## src/rtl/divisor_param_if.sv

```systemverilog
// Start/done handshake bundle for the parametrised sequential divider.
// The requester uses the master modport and the divider uses the slave modport.
interface divisor_param_if #(
  parameter int unsigned SIZE = 32
);
  logic            start;
  logic            signed_mode;
  logic [SIZE-1:0] numerador;
  logic [SIZE-1:0] denominador;
  logic [SIZE-1:0] cociente;
  logic [SIZE-1:0] resto;
  logic            done;
  logic            busy;
  logic            div_zero;

  modport master (
    output start, signed_mode, numerador, denominador,
    input  cociente, resto, done, busy, div_zero
  );

  modport slave (
    input  start, signed_mode, numerador, denominador,
    output cociente, resto, done, busy, div_zero
  );
endinterface

```

## src/rtl/divisor_param.sv

```systemverilog
// Iterative radix-2 restoring divider, one quotient bit per clock.
// Supports signed/unsigned mode at run time and flags division by zero.
module divisor_param #(
  parameter int unsigned SIZE = 32
) (
  input  logic             clk,
  input  logic             rst_n,
  divisor_param_if.slave   bus
);
  localparam int unsigned CW = $clog2(SIZE);

  typedef enum logic [1:0] {IDLE, CALC, FIX, DONE} state_t;

  state_t          state_q, state_d;
  logic [CW-1:0]   cnt_q, cnt_d;
  logic            smode_q, smode_d;
  logic            nneg_q, nneg_d;
  logic            dneg_q, dneg_d;
  logic            zero_q, zero_d;
  logic [SIZE-1:0] dvd_q, dvd_d;
  logic [SIZE-1:0] dsr_q, dsr_d;
  logic [SIZE-1:0] rem_q, rem_d;
  logic [SIZE-1:0] cociente_q, cociente_d;
  logic [SIZE-1:0] resto_q, resto_d;
  logic            done_q, done_d;
  logic            busy_q, busy_d;
  logic            div_zero_q, div_zero_d;

  logic            num_neg_c, den_neg_c;
  logic [SIZE-1:0] num_mag_c, den_mag_c;
  logic [SIZE:0]   partial_c, diff_c;
  logic [SIZE-1:0] q_fix_c, r_fix_c;

  // Operand magnitudes; the most negative value maps to 2^(SIZE-1) as unsigned.
  assign num_neg_c = bus.signed_mode & bus.numerador[SIZE-1];
  assign den_neg_c = bus.signed_mode & bus.denominador[SIZE-1];
  assign num_mag_c = num_neg_c ? (~bus.numerador + SIZE'(1))   : bus.numerador;
  assign den_mag_c = den_neg_c ? (~bus.denominador + SIZE'(1)) : bus.denominador;

  // The dividend register shifts out its MSB and shifts in quotient bits.
  assign partial_c = {rem_q, dvd_q[SIZE-1]};
  assign diff_c    = partial_c - {1'b0, dsr_q};

  // Truncating division: remainder follows the dividend sign.
  assign q_fix_c = (smode_q & (nneg_q ^ dneg_q)) ? (~dvd_q + SIZE'(1)) : dvd_q;
  assign r_fix_c = (smode_q & nneg_q)            ? (~rem_q + SIZE'(1)) : rem_q;

  always_comb begin
    state_d    = state_q;
    cnt_d      = cnt_q;
    smode_d    = smode_q;
    nneg_d     = nneg_q;
    dneg_d     = dneg_q;
    zero_d     = zero_q;
    dvd_d      = dvd_q;
    dsr_d      = dsr_q;
    rem_d      = rem_q;
    cociente_d = cociente_q;
    resto_d    = resto_q;
    done_d     = 1'b0;
    busy_d     = busy_q;
    div_zero_d = div_zero_q;

    unique case (state_q)
      IDLE: begin
        if (bus.start) begin
          smode_d    = bus.signed_mode;
          nneg_d     = num_neg_c;
          dneg_d     = den_neg_c;
          dvd_d      = num_mag_c;
          dsr_d      = den_mag_c;
          rem_d      = '0;
          busy_d     = 1'b1;
          div_zero_d = 1'b0;
          zero_d     = (bus.denominador == '0);
          cnt_d      = CW'(SIZE - 1);
          if (bus.denominador == '0) begin
            // Park the dividend magnitude as the remainder so FIX restores the raw operand.
            rem_d   = num_mag_c;
            state_d = FIX;
          end else begin
            state_d = CALC;
          end
        end
      end
      CALC: begin
        if (!diff_c[SIZE]) begin
          rem_d = diff_c[SIZE-1:0];
          dvd_d = {dvd_q[SIZE-2:0], 1'b1};
        end else begin
          rem_d = partial_c[SIZE-1:0];
          dvd_d = {dvd_q[SIZE-2:0], 1'b0};
        end
        cnt_d = cnt_q - CW'(1);
        if (cnt_q == '0) state_d = FIX;
      end
      FIX: begin
        if (zero_q) begin
          cociente_d = '1;
          div_zero_d = 1'b1;
        end else begin
          cociente_d = q_fix_c;
        end
        resto_d = r_fix_c;
        state_d = DONE;
      end
      DONE: begin
        done_d  = 1'b1;
        busy_d  = 1'b0;
        state_d = IDLE;
      end
      default: state_d = IDLE;
    endcase
  end

  always_ff @(posedge clk or negedge rst_n) begin
    if (!rst_n) begin
      state_q    <= IDLE;
      cnt_q      <= '0;
      smode_q    <= 1'b0;
      nneg_q     <= 1'b0;
      dneg_q     <= 1'b0;
      zero_q     <= 1'b0;
      dvd_q      <= '0;
      dsr_q      <= '0;
      rem_q      <= '0;
      cociente_q <= '0;
      resto_q    <= '0;
      done_q     <= 1'b0;
      busy_q     <= 1'b0;
      div_zero_q <= 1'b0;
    end else begin
      state_q    <= state_d;
      cnt_q      <= cnt_d;
      smode_q    <= smode_d;
      nneg_q     <= nneg_d;
      dneg_q     <= dneg_d;
      zero_q     <= zero_d;
      dvd_q      <= dvd_d;
      dsr_q      <= dsr_d;
      rem_q      <= rem_d;
      cociente_q <= cociente_d;
      resto_q    <= resto_d;
      done_q     <= done_d;
      busy_q     <= busy_d;
      div_zero_q <= div_zero_d;
    end
  end

  assign bus.cociente = cociente_q;
  assign bus.resto    = resto_q;
  assign bus.done     = done_q;
  assign bus.busy     = busy_q;
  assign bus.div_zero = div_zero_q;
endmodule
```

## src/flat_wrapper.sv

```systemverilog
// flat-port wrapper written by rule: the top's interface ports become plain ports
module divisor_param_flat 
#(
  parameter int unsigned SIZE = 32
)
  (clk, rst_n, bus_start, bus_signed_mode, bus_numerador, bus_denominador, bus_cociente, bus_resto, bus_done, bus_busy, bus_div_zero);
  divisor_param_if #(.SIZE(SIZE)) bus_i ();
  input  logic clk;
  input  logic rst_n;
  input wire logic [$bits(bus_i.start)-1:0] bus_start;
  input wire logic [$bits(bus_i.signed_mode)-1:0] bus_signed_mode;
  input wire logic [$bits(bus_i.numerador)-1:0] bus_numerador;
  input wire logic [$bits(bus_i.denominador)-1:0] bus_denominador;
  output wire logic [$bits(bus_i.cociente)-1:0] bus_cociente;
  output wire logic [$bits(bus_i.resto)-1:0] bus_resto;
  output wire logic [$bits(bus_i.done)-1:0] bus_done;
  output wire logic [$bits(bus_i.busy)-1:0] bus_busy;
  output wire logic [$bits(bus_i.div_zero)-1:0] bus_div_zero;
  assign bus_i.start = bus_start;
  assign bus_i.signed_mode = bus_signed_mode;
  assign bus_i.numerador = bus_numerador;
  assign bus_i.denominador = bus_denominador;
  assign bus_cociente = bus_i.cociente;
  assign bus_resto = bus_i.resto;
  assign bus_done = bus_i.done;
  assign bus_busy = bus_i.busy;
  assign bus_div_zero = bus_i.div_zero;
  divisor_param #(.SIZE(SIZE)) u_core (.clk(clk), .rst_n(rst_n), .bus(bus_i));
endmodule
```

## config.mk

```make
export PLATFORM = sky130hd
export DESIGN_NAME = divisor_param_flat
export DESIGN_NICKNAME = d
export VERILOG_FILES = /design/src/rtl/divisor_param_if.sv /design/src/rtl/divisor_param.sv /design/src/flat_wrapper.sv
export SDC_FILE = /design/constraint.sdc
export NUM_CORES = 1
export LEC_CHECK = 0
export ABC_AREA = 1
export BUFFER_PORTS_ARGS = -buffer_cell sky130_fd_sc_hd__buf_2
export CAP_MARGIN = 10
export CORE_UTILIZATION = 45
export CTS_CLUSTER_DIAMETER = 120
export DETAILED_ROUTE_END_ITERATION = 10
export GPL_TIMING_DRIVEN = 1
export PLACE_DENSITY_LB_ADDON = 0.3
export SETUP_SLACK_MARGIN = 0.4
export SKIP_LAST_GASP = 1
export SLEW_MARGIN = 10
export SYNTH_ARGS = -nofsm -noshare
export SYNTH_HDL_FRONTEND = slang
export SYNTH_SLANG_ARGS = --single-unit
export TNS_END_PERCENT = 20
```

## constraint.sdc

```tcl
create_clock -name clk -period 2.25 [get_ports clk]
set_clock_uncertainty 0.05 [all_clocks]
set_input_delay 0.45 -clock clk [delete_from_list [all_inputs] [get_ports clk]]
set_output_delay 0.45 -clock clk [all_outputs]
set_load 0.1 [all_outputs]
```

# [Word-level counts from Yosys, hierarchy flattened]
# Index checks and enable logic that the tools add are counted.
[totals] reg_bits=174 inputBits=68
[op_classes] addsub=6 eq_ne=6 mux=24 bitwise=9 reduce_logical=11
[ops] operator="$mux 32" n=9
[ops] operator="$add 32x1->32 const B" n=4
[ops] operator="$not 32->32" n=4
[ops] operator="$pmux 32 s2" n=2
[ops] operator="$sub 33x32->33" n=1
[ops] operator="$logic_not 32->1" n=1
[ops] operator="$pmux 5 s2" n=1
[ops] operator="$pmux 2 s4" n=1
[ops] operator="$reduce_and 2->1" n=4
[ops] operator="$mux 2" n=3
[ops] operator="$reduce_bool 2->1" n=3
[ops] operator="$logic_not 5->1" n=1
[ops] operator="$mux 1" n=5
[ops] operator="$mux 5" n=1
[ops] operator="$sub 5x1->5 const B" n=1
[ops] operator="$and 1x1->1" n=4
[ops] operator="$eq 2x2->1 const B" n=2
[ops] operator="$ne 2x1->1 const B" n=2
[ops] operator="$pmux 1 s2" n=2
[ops] operator="$reduce_and 3->1" n=1
[ops] operator="$eq 2x1->1 const B" n=1
[ops] operator="$logic_not 2->1" n=1
[ops] operator="$ne 2x2->1 const B" n=1
[ops] operator="$xor 1x1->1" n=1

# [Longest topological paths before layout]
[depth] word_depth=6 mapped_depth=18 mapped_depth_nobuf=18

# [Worst setup path after synthesis]
# Ideal clock, no wire load.
[synth_timing] path_type="reg-to-reg" startpoint="reg u_core.dvd_q[31]" endpoint="reg u_core.rem_q[13]" arrival_time_ns=2.076 setup_slack_ns=0.003 path_stages_with_launch=19 path_buffers=1 period_less_slack_ns=2.247 path_cell_list="dfrtp_1 > inv_1 > ha_1 > fa_1 > inv_1 > nand3_1 > nand2_2 > nand2_1 > nand2_2 > nand2_2 > nand2_4 > nand2_4 > nand2_4 > nand2_2 > nand2_4 > buf_6 > nand2_1 > nand3_1 > a21oi_2"
[synth_between] elab_chain_cells=3
[synth_lines] element="start: declaration" line_no="divisor_param.sv:20" rtl="logic [SIZE-1:0] dvd_q, dvd_d;"
[synth_lines] element="start signal: assignment" line_no="divisor_param.sv:139" rtl="dvd_q <= dvd_d;"
[synth_lines] element="$sub 33x32->33" line_no="divisor_param.sv:42" rtl="assign diff_c = partial_c - {1'b0, dsr_q};"
[synth_lines] element="$mux 32" line_no="divisor_param.sv:87" rtl="if (!diff_c[SIZE]) begin"
[synth_lines] element="$pmux 32 s2" line_no="divisor_param.sv:64" rtl="unique case (state_q)"
[synth_lines] element="end signal: assignment" line_no="divisor_param.sv:141" rtl="rem_q <= rem_d;"
[synth_lines] element="end: declaration" line_no="divisor_param.sv:22" rtl="logic [SIZE-1:0] rem_q, rem_d;"
# Every way passes these cells.
# A chain may end at the register's enable or synchronous reset.

# [Final worst setup path]
[layout_timing] startpoint="reg u_core.rem_q[17]" endpoint="reg u_core.rem_q[19]"
[layout_between] elab_chain_cells=3
[layout_lines] element="$sub 33x32->33" line_no="divisor_param.sv:42"
[layout_lines] element="$mux 32" line_no="divisor_param.sv:87"
[layout_lines] element="$pmux 32 s2" line_no="divisor_param.sv:64"
# Every way passes these cells.

==> run_results.csv <==
group,metric,value,unit
clock_network,insertion_delay,0.45,ns
floorplanning,placement_rows,62,
route,drt_pass1_iterations,5,
clock_network,tritoncts,"done",
global_route,grt_pass1_wl,70.40,mm
global_route,grt_max_degree,71,
yosys,ys_types,52,
min_path,holdPathStages,3,
route,drt_first_iter_violations,1326,
route,totalWireLength,45.14,mm
cells_and_area,antennaDiodeCount,0,
clock_network,clkSinkCount,174,
clock_network,h_tree_levels,4,
clock_network,clock_tree.buffer_depth,2,
setup_path,timing_worst_setup_path_type,"flop to flop",
yosys,synthFlopType,"sky130_fd_sc_hd__dfrtp_1",
place,place_hpwl,35.09,mm
global_route,grt_overflow_total,0,
cells_and_area,area_growth,28.75,%
global_route,antenna_found_initial,0,
cells_and_area,final_core_utilization,59.56,%
route,remaining_drc_errors,0,
clock_network,ctsRootBufferMaster,"sky130_fd_sc_hd__clkbuf_16",
yosys,yosysWarningCount,0,
sta,maxClockFrequency,427.9,MHz
global_route,first_global_vias,13380,
min_path,hold_path_class,"input port to flop",
yosys,number_of_synthesized_register_bits,174,
cells_and_area,layout.cells.most_common_list,"sky130_fd_sc_hd__nand2_1, sky130_fd_sc_hd__inv_1, sky130_fd_sc_hd__nor2_1",
sta,timing_worst_slew_pin_value,0.8052,ns
yosys,ys_async_sr_fraction,100.0,%
sta,finalSetupViolations,31,
yosys,synth_top_family_by_area,"simple AND/OR/NAND/NOR gates",
floorplanning,initial_utilization,46.26,%
yosys,syn-mean-instance-area,6.455,µm²
floorplanning,core_area,29010,µm²
floorplanning,die_area,30520,µm²
yosys,netlist_area,13420,µm²
setup_path,worst-endpoint-arrival,2.66,ns
floorplanning,floorplan.die.width,174.7,µm
clock_network,cts.reportedPaths.clkPinSlew,0.07,ns
sta,setup-tns-final,-1.486,ns
yosys,synth_sequential_area_ratio,32.44,%
setup_path,end_kind,"flop",
setup_path,worst_setup_path_start_kind,"flop",
run_status,failing_checks,"negative setup slack",
cells_and_area,stdcell_area,17280,µm²
global_route,globalRouteTotalUtil,29.25,%
floorplanning,ioPinCount,135,
setup_path,crit_fanout,4,
place,placement.cell_area,15950,µm²
sta,hold_violations,0,
route,via_count,14640,
place,dpl_worst_slack,-0.1259,ns
setup_path,cp.required,2.57,ns
run_status,status,"finished, violations left",
clock_network,numCtsBuffers,17,
sta,setup_repair_after_global_routing_missed_its_margin,"yes",
cells_and_area,layout_commonest_cell,"sky130_fd_sc_hd__nand2_1",
setup_path,ff2ff_path_depth,12,
sta,relSlewSlack,45.86,%
yosys,synthCells,2079,
place,place.port_buffers,134,
yosys,synth_compound_area_share,14.88,%
yosys,synth-edff-count,0,
route,wl_per_cell,16.20,µm
yosys,synthAdderAreaFrac,4.065,%
cells_and_area,nNetsFinal,2502,
route,average_via_count_per_standard_cell,5.252,
floorplanning,floorplan.die.height,174.7,µm
job,max-cap-violations,0,
yosys,synth_nets,2190,
yosys,synth-simple-area-share,33.25,%
route,antenna_violating_nets_post_route,0,
place,gp_congestion,0.9683,
yosys,muxShareOfSynthArea,0,%
sta,period_minus_slack,2.337,ns
cells_and_area,post_route_cells_drive_above_1_share,22.47,%
sta,slew_violations,0,
yosys,post_synth_xor_area_fraction,4.177,%
sta,period_share,103.9,%
sta,post-route-worst-setup-slack,-0.08687,ns
==> path summary, 6_finish.rpt <==
check	start	slack, ns	end
worst min register to register	u_core.bus.resto[18]$_DFFE_PN0P_	0.43	u_core.bus.resto[18]$_DFFE_PN0P_
worst max register to register	u_core.rem_q[17]$_DFFE_PN0P_	-0.09	u_core.rem_q[19]$_DFFE_PN0P_
worst max-delay path	u_core.rem_q[17]$_DFFE_PN0P_	-0.09	u_core.rem_q[19]$_DFFE_PN0P_
max in group asynchronous	rst_n	0.95	u_core.dvd_q[11]$_DFFE_PN0P_
worst min-delay path	bus_denominador[31]	0.26	u_core.dsr_q[31]$_DFFE_PN0P_
min in group asynchronous	rst_n	0.46	u_core.bus.resto[8]$_DFFE_PN0P_
==> cells by family (layout without fill, tap and decap cells) <==
kind of cell	after synthesis	count (layout)
AO/OA/AOI/OAI	355	355
XOR/XNOR	64	64
adder cells (fa/ha/maj)	43	43
buffers and inverters	386	709
flip-flops	174	174
AND/OR/NAND/NOR	1057	1058
==> repair_timing <==
item                                    in CTS  in global routing
buffers inserted                             6                 10
endpoints found under the hold margin       37                  0
pin swaps                                    8                 17
endpoints found under the setup margin      98                148
hold buffers                                 1                  0
gates resized for setup                     27                 83
cloned                                       0                  5
==> final cells by class <==
| cell class | count | area [µm²] |
|---|---|---|
| sequential | 174 | 4359 |
| multi-input combinational | 1520 | 8105 |
| fill | 2791 | 11730 |
| timing repair buffer | 357 | 2550 |
| tap | 384 | 480.5 |
| inverter | 321 | 1205 |
| clock inverter | 11 | 122.6 |
| clock buffer | 20 | 456.7 |
==> registers in the layout, indices dropped and copies added, names as in the netlist <==
name and cells:
u_core.cnt_q 5, u_core.smode_q 1, u_core.bus.busy 1, u_core.rem_q 32
u_core.dsr_q 32, u_core.nneg_q 1, u_core.bus.cociente 32, u_core.state_q 2
u_core.dvd_q 32, u_core.bus.done 1, u_core.zero_q 1, u_core.bus.div_zero 1
u_core.dneg_q 1, u_core.bus.resto 32
==> worst max-delay path, stage by stage (launching register included) <==
cell and delay (ns):
sky130_fd_sc_hd__dfrtp_1 0.47, sky130_fd_sc_hd__ha_4 0.31, sky130_fd_sc_hd__buf_4 0.12, sky130_fd_sc_hd__nand2_1 0.11, sky130_fd_sc_hd__nor2_1 0.23, sky130_fd_sc_hd__inv_1 0.11, sky130_fd_sc_hd__nor2_2 0.18, sky130_fd_sc_hd__nand4_1 0.16
sky130_fd_sc_hd__nand4_1 0.13, sky130_fd_sc_hd__nand2_1 0.08, sky130_fd_sc_hd__nand2_1 0.08, sky130_fd_sc_hd__nand3_1 0.07, sky130_fd_sc_hd__a21oi_1 0.15
==> through the flow <==
stage / hold slack, ns / std cells
global placement: 0.3666 / 2734
finish: 0.2593 / 2787
floorplan: 0.1044 / 2079
detailed placement: 0.3573 / 2734
global route: 0.2707 / 2787
CTS: 0.2485 / 2772
==> synthesized netlist by cell type (all sizes together) (3+ instances only) <==
| master | n | area (µm²) |
|---|---|---|
| nand2 | 570 | 2211 |
| inv | 319 | 1197 |
| nor2 | 269 | 1042 |
| dfrtp | 174 | 4354 |
| nand3 | 155 | 798.3 |
| o21ai | 140 | 711.9 |
| a21oi | 137 | 723.2 |
| xor2 | 54 | 473.0 |
| clkbuf | 44 | 165.2 |
| ha | 42 | 525.5 |
| a22oi | 23 | 172.7 |
| buf | 21 | 131.4 |
| nand4 | 21 | 137.6 |
| a31oi | 16 | 100.1 |
| nor3 | 16 | 96.35 |
| nand3b | 11 | 82.58 |
| xnor2 | 10 | 87.58 |
| o211ai | 9 | 67.56 |
| o22ai | 9 | 56.30 |
| o21bai | 7 | 52.55 |
| or2 | 7 | 43.79 |
| nor4 | 5 | 31.28 |
| o31ai | 5 | 37.54 |
| a21o | 3 | 22.52 |
| and3 | 3 | 18.77 |
==> metal layers <==
| metal | global-route usage (%) | routed length (µm) |
|---|---|---|
| met2 | 44.54 | 19870 |
| met5 | 0 | 0 |
| met4 | 12.17 | 1568 |
| met1 | 42.07 | 21030 |
| met3 | 3.155 | 2669 |
Power is not shown: default switching activity piles up to over one toggle a cycle in this logic, so the estimate is an artifact.
